<file path="config.mk">
export PLATFORM = sky130hd
export DESIGN_NAME = serial_add_sub
export DESIGN_NICKNAME = d
export VERILOG_FILES = /design/src/rtl/serial_add_sub.sv
export SDC_FILE = /design/constraint.sdc
export NUM_CORES = 1
export LEC_CHECK = 0
export ABC_AREA = 1
export BUFFER_PORTS_ARGS = -buffer_cell sky130_fd_sc_hd__buf_2
export CORE_UTILIZATION = 37
export CTS_CLUSTER_DIAMETER = 80
export DETAILED_ROUTE_END_ITERATION = 8
export GPL_ROUTABILITY_DRIVEN = 0
export MAX_ROUTING_LAYER = met4
export RECOVER_POWER = 25
export SETUP_SLACK_MARGIN = 0.2
export SYNTH_ARGS = -nofsm -noshare
export SYNTH_HDL_FRONTEND = slang
export SYNTH_SLANG_ARGS = --single-unit
</file>
<file path="constraint.sdc">
create_clock -name clk -period 1.4 [get_ports clk]
set_input_delay 0.28 -clock clk [delete_from_list [all_inputs] [get_ports clk]]
set_output_delay 0.28 -clock clk [all_outputs]
set_load 0.01 [all_outputs]
</file>
<file path="src/rtl/serial_add_sub.sv">
// serial_add_sub: bit-serial ADD/SUB unit, STEP bits per cycle LSB first, with optional NZCV flags.
// Flags are only generated when SERIAL_ADD_SUB_FLAGS_EN is defined; otherwise they are tied to 0.
module serial_add_sub #(
  parameter int WIDTH = 64,
  parameter int STEP  = 1
) (
  input  logic             clk,
  input  logic             reset,
  input  logic             in_valid,
  output logic             in_ready,
  input  logic [WIDTH-1:0] a,
  input  logic [WIDTH-1:0] b,
  input  logic             sub,
  output logic             out_valid,
  input  logic             out_ready,
  output logic [WIDTH-1:0] result,
  output logic             flag_n,
  output logic             flag_z,
  output logic             flag_c,
  output logic             flag_v,
  output logic             busy
);
  localparam int N  = WIDTH / STEP;
  localparam int CW = (N > 1) ? $clog2(N) : 1;
  if (WIDTH % STEP != 0) begin : g_bad_step
    $error("WIDTH must be a multiple of STEP");
  end
  typedef enum logic [1:0] {IDLE, RUN, DONE} state_t;
  state_t           state_q;
  logic [WIDTH-1:0] a_q, b_q, res_q, res_d;
  logic             carry_q, in_ready_q, out_valid_q, busy_q;
  logic [CW-1:0]    cnt_q;
  logic [STEP-1:0]  sum;
  logic [STEP:0]    cy;
  logic             last;
  // Ripple of STEP full adders fed by the registered carry; sum enters result from the MSB end.
  always_comb begin
    cy    = '0;
    sum   = '0;
    cy[0] = carry_q;
    for (int i = 0; i < STEP; i++) begin
      sum[i]   = a_q[i] ^ b_q[i] ^ cy[i];
      cy[i+1]  = (a_q[i] & b_q[i]) | (cy[i] & (a_q[i] ^ b_q[i]));
    end
    res_d = WIDTH'({sum, res_q} >> STEP);
  end
  assign last = cnt_q == CW'(N - 1);
  always_ff @(posedge clk or negedge reset) begin
    if (!reset) begin
      state_q     <= IDLE;
      a_q         <= '0;
      b_q         <= '0;
      res_q       <= '0;
      carry_q     <= 1'b0;
      cnt_q       <= '0;
      in_ready_q  <= 1'b1;
      out_valid_q <= 1'b0;
      busy_q      <= 1'b0;
    end else begin
      case (state_q)
        IDLE: if (in_valid) begin
          a_q        <= a;
          b_q        <= b ^ {WIDTH{sub}};
          carry_q    <= sub;
          cnt_q      <= '0;
          res_q      <= '0;
          state_q    <= RUN;
          in_ready_q <= 1'b0;
          busy_q     <= 1'b1;
        end
        RUN: begin
          a_q     <= a_q >> STEP;
          b_q     <= b_q >> STEP;
          carry_q <= cy[STEP];
          res_q   <= res_d;
          cnt_q   <= cnt_q + 1'b1;
          if (last) begin
            state_q     <= DONE;
            out_valid_q <= 1'b1;
          end
        end
        DONE: if (out_ready) begin
          state_q     <= IDLE;
          out_valid_q <= 1'b0;
          busy_q      <= 1'b0;
          in_ready_q  <= 1'b1;
        end
        default: state_q <= IDLE;
      endcase
    end
  end
  assign in_ready  = in_ready_q;
  assign out_valid = out_valid_q;
  assign busy      = busy_q;
  assign result    = res_q;
`ifdef SERIAL_ADD_SUB_FLAGS_EN
  logic n_q, z_q, c_q, v_q;
  // On the last RUN cycle cy[STEP-1] is the carry into the MSB.
  always_ff @(posedge clk or negedge reset) begin
    if (!reset) begin
      n_q <= 1'b0;
      z_q <= 1'b0;
      c_q <= 1'b0;
      v_q <= 1'b0;
    end else if (state_q == RUN && last) begin
      n_q <= res_d[WIDTH-1];
      z_q <= res_d == '0;
      c_q <= cy[STEP];
      v_q <= cy[STEP] ^ cy[STEP-1];
    end
  end
  assign flag_n = n_q;
  assign flag_z = z_q;
  assign flag_c = c_q;
  assign flag_v = v_q;
`else
  assign flag_n = 1'b0;
  assign flag_z = 1'b0;
  assign flag_c = 1'b0;
  assign flag_v = 1'b0;
`endif
endmodule

</file>
Word-level counts from Yosys, hierarchy flattened
Index checks and enable logic that the tools add are counted.

word-level totals
  register bits = 204
  output and inout port bits = 71
  logic and storage cells = 52

operators by class
  $add $sub $neg = 1
  eq/ne operators = 6
  multiplexer cells = 22
  bitwise logic cells = 6
  reduce and logical (&&, ||, !) cells = 8

operators with widths
  kind                 number
  $pmux 64 s2          3
  $mux 64              3
  $xor 64x64->64       1
  $pmux 6 s2           1
  $reduce_and 3->1     3
  $pmux 1 s2           4
  $add 6x1->6 const B  1
  $eq 6x6->1 const B   1
  $mux 1               6
  $mux 2               3
  $mux 6               1
  $ne 2x2->1 const B   3
  $pmux 2 s3           1
  $reduce_bool 2->1    3
  $and 1x1->1          2
  $eq 2x1->1 const B   1
  $eq 2x2->1 const B   1
  $logic_not 2->1      1
  $reduce_and 2->1     1
  $xor 1x1->1          2
  $or 1x1->1           1

Longest topological paths before layout
  depth after elaboration = 4
  gate-level depth with buffers = 7
  gate-level depth less buffers = 6

Worst setup path before layout
OpenSTA, ideal clock, no wires.

  path type = reg-to-reg
  from = register state_q[1]
  to = register res_q[43] (netlist: result[43])
  library setup time = 0.126 ns
  data arrival time = 1.138 ns
  data required time = 1.274 ns
  path slack = 0.136 ns
  stages on the path, launching flop included = 7
  clock period less this slack = 1.264 ns
  path through = dfrtp_1 inv_2 nand2_2 nand2_1 buf_2 buf_2 o22ai_1

between the ends
  cells in the longest elaborated chain, start to end = 3

RTL lines
  what                                                              line  RTL
  start: declaration                                                29    state_t state_q;
  start signal: assignment                                          50    state_q <= IDLE;
  start signal: assignment                                          67    state_q <= RUN;
  start signal: assignment                                          78    state_q <= DONE;
  $eq 2x1->1 or $logic_not 2->1 (tied branches)                     60    case (state_q)
  $reduce_bool 2->1 (no source line) or $ne 2x2->1 (tied branches)  -
  $reduce_and 2->1 (no source line)                                 -
  end signal: assignment                                            75    res_q <= res_d;
  end: declaration                                                  30    logic [WIDTH-1:0] a_q, b_q, res_q, res_d;

Several ways; a longest one is shown, not always the timed one.
A chain may end at the register's enable or synchronous reset.

Worst setup path after layout
  from = register state_q[1]
  to = register a_q[57]

between the ends
  cells in the longest elaborated chain, start to end = 3

RTL lines
  what                                                              line  RTL
  $eq 2x1->1 or $logic_not 2->1 (tied branches)                     60
  $reduce_bool 2->1 (no source line) or $ne 2x2->1 (tied branches)  -
  $reduce_and 2->1 (no source line)                                 -
  end signal: assignment                                            72    a_q <= a_q >> STEP;
  end: declaration                                                  30

Several ways; a longest one is shown, not always the timed one.

==> impl_metrics.toml <==
[run_status]
status = "complete, but fails checks"
violations = "negative setup slack"

[logic_synthesis]
synthMuxAreaShare_pct = 0
synth.area.top_cells = "dfrtp_1 (55%), nand3_1 (14%), nand2_1 (11%)"
synth-xor-area-share_pct = 6.06
yosys.area_share.simple_pct = 25.7
syn_area_mm2 = 0.00924
ys_warn_count = 0
synthAdderAreaFrac_pct = 0.352
ys_ff_latch = 204
yosys.cell_types.count = 27
yosysTopAreaCellShare_pct = 55.0
yosysSeqAreaShare_pct = 55.2
synth_top_family_by_area = "simple AND/OR/NAND/NOR gates"
synth-compound-area-share_pct = 5.16
yosys.area.top_type = "dfrtp_1"
syn_avg_cell_area_um2 = 8.82
syn_inst = 1048

[route]
drt_iter0_drc = 749
dr.pass1.iters = 5
wl_per_cell_um = 22.0
postRouteAntennaNets = 0
wl_mm = 39.6
via_per_inst = 5.48
drc = 0
dr_total_vias = 9849

[place]
port_buffers = 199
place_hpwl_mm = 15.1
place_area_mm2 = 0.0109
dp_cells = 1535
preCtsSetupSlack_ps = -9.67

[setup_path]
r2r_setup_slack_ps = -110
r2r-end = "a_q[57]$_DFFE_PN0P_"
critPathRequiredTime_ps = 1800
reg2reg_from = "state_q[1]$_DFFE_PN0P_"
cp_max_fo = 7
start_kind = "flip-flop"
arrival_ps = 1900
critPathKind = "reg -> reg"
reg2regPathDepth = 8
crit_path_end_kind = "flip-flop"

[die]
initial_core_util_pct = 37.9
die-width_um = 160
die_area_mm2 = 0.0256
rows = 57
coreArea_mm2 = 0.0244
io-pin-count = 204
die_h_um = 160

[cts]
cts_tree = "done"
clk_pin_slew_worst_paths_ps = 70
clock_sinks = 204
htree_levels = 1
cts_inserted_buffers = 24
root_buffer = "clkbuf_16"
clk_latency_ps = 520
clk_path_buf_depth = 3

[run]
cap_violations = 0

[final_layout]
stdcell_count = 1798
final_area_mm2 = 0.0183
area_growth_pct = 97.7
fill_cells = 1470
fin_nets = 1589
drive_gt1_share_pct = 58.4

[sta]
max_slew_margin_pct = 52.4
tightest_slew_ps = 713
setup_viol = 148
hold_slack_ps = 2.75
hold_violations = 0
finClkSkew_ps = 12.8
finalCritPeriodShare_pct = 108
clock.fmax_mhz = 663
slew_violations = 0
period_needed_ps = 1510
rsz0062_at_grt = "yes"
worst_slack_ps = -108

[grt]
grt_pass1_wl_mm = 55.7
grt_use_total_pct = 28.6
grt_max_degree = 52
gr-total-overflow = 0
grt_antenna_before_repair = 2
grt_pass1_vias = 10138

[hold_path]
hold_class = "in -> reg"
min_from = "a[39]"
worstHoldPathCells = 3
holdPathEnd = "a_q[39]$_DFFE_PN0P_"

[power_and_ir_drop]
powerDensity_mw_per_mm2 = 2170
power.leakage_uw = 0.00869
ir_drop_mv = 1.04
[sequential cells by signal, summed over array words and instances, names as in the netlist]
| name | flops |
|---|---|
| result | 64 |
| a_q | 64 |
| carry_q | 1 |
| busy | 1 |
| state_q | 2 |
| in_ready | 1 |
| out_valid | 1 |
| b_q | 64 |
| cnt_q | 6 |
[worst max path at each step]
stage | startpoint | to | cells past startpoint
floorplan | state_q[1]$_DFFE_PN0P_ | a_q[23]$_DFFE_PN0P_ | 7
global placement | state_q[0]$_DFFE_PN0P_ | a_q[0]$_DFFE_PN0P_ | 6
detailed placement | state_q[0]$_DFFE_PN0P_ | a_q[0]$_DFFE_PN0P_ | 6
CTS | in_ready$_DFFE_PN1P_ | in_ready | 1
global route | state_q[1]$_DFFE_PN0P_ | result[28]$_DFFE_PN0P_ | 8
finish | state_q[1]$_DFFE_PN0P_ | a_q[57]$_DFFE_PN0P_ | 8
[power breakdown]
part / switching, uW / internal, uW / leakage, uW / total, uW
Clock: 2690 / 4220 / 0.000415 / 6910
Sequential: 2250 / 8330 / 0.00265 / 10600
Combinational: 10300 / 11900 / 0.00562 / 22200
Total: 15300 / 24400 / 0.00869 / 39700
[worst max-delay path, stage by stage, from the launching register on]
cell,delay (ps)
dfrtp_1,430
inv_4,110
buf_6,120
nand2_8,90
buf_12,170
buf_12,150
buf_16,150
nand3_4,70
nand3_2,90
[placed cells by master, fill, tap and decap left out, types with 4 or more instances in the layout]
cell	n
dfrtp_1	201
clkbuf_8	4
buf_12	47
nand2_2	24
dlygate4sd3_1	59
nor2_4	4
inv_1	75
buf_8	9
xor2_1	63
conb_1	4
buf_16	61
buf_2	176
buf_4	48
clkbuf_16	31
o22ai_2	47
nand2_4	62
nand3_2	196
o21ai_2	5
nand3_1	11
nand3_4	54
clkbuf_1	4
o22ai_4	16
bufinv_16	4
nand2_1	183
buf_6	49
[layer usage]
| layer | track usage [%] | vias to the layer above | share of wire, % |
|---|---|---|---|
| li1 | - | 4299 | - |
| met1 | 34.9 | 5026 | 40 |
| met2 | 47.9 | 385 | 50 |
| met3 | 4.55 | 139 | 5.2 |
| met4 | 9.78 | 0 | 4.3 |
| met5 | - | - | 0 |
[cell type report]
type | instances | area (um2) | area share, %
flip-flops and latches | 204 | 5110 | 28.0
inverters | 77 | 294 | 1.61
multi-input cells | 689 | 6270 | 34.3
repair buffers | 458 | 5330 | 29.2
clock buffers | 33 | 696 | 3.81
diodes | 2 | 5.00 | 0.0274
well taps | 324 | 405 | 2.22
clock inverters | 11 | 166 | 0.910
[cells by family after synthesis]
group           Yosys count
simple gates            542
compound gates           77
buf+inv                 158
xor+xnor                 64
other cells               1
fa+ha+maj                 2
flops                   204
[synthesized netlist by cell type]
cell type	n
conb_1	1
clkbuf_1	12
xnor2_1	1
nor2_1	6
o21ai_1	1
buf_2	54
o21ai_0	7
xor2_1	63
ha_1	1
nand2_1	270
o211ai_1	3
dfrtp_1	203
inv_1	75
a21o_1	1
nand3_1	261
nand4_1	1
o31ai_1	1
buf_4	7
nand2_2	2
buf_1	8
nor2_4	1
dfstp_2	1
fa_1	1
nor3_1	1
a21oi_1	1
o22ai_1	63
inv_2	2
[metrics by stage]
step	TNS, ps	total power (uW)	util [%]
global route	-13910	41100	74.9
floorplan	0	15000	-
CTS	-1120	35500	68.7
detailed placement	-11.5	18400	44.7
finish	-6170	39700	74.9
global placement	0	18200	44.7
[timing repair]
item / 4_1_cts / 5_1_grt
hold endpoints to repair: 247 / 0
gates cloned: 56 / 6
gates resized for setup: 533 / 191
hold buffers: 59 / 0
setup buffers: 64 / 32
pin swaps: 102 / 55
setup endpoints to repair: 268 / 271
Note: power is estimated with default switching activity, not from simulation.
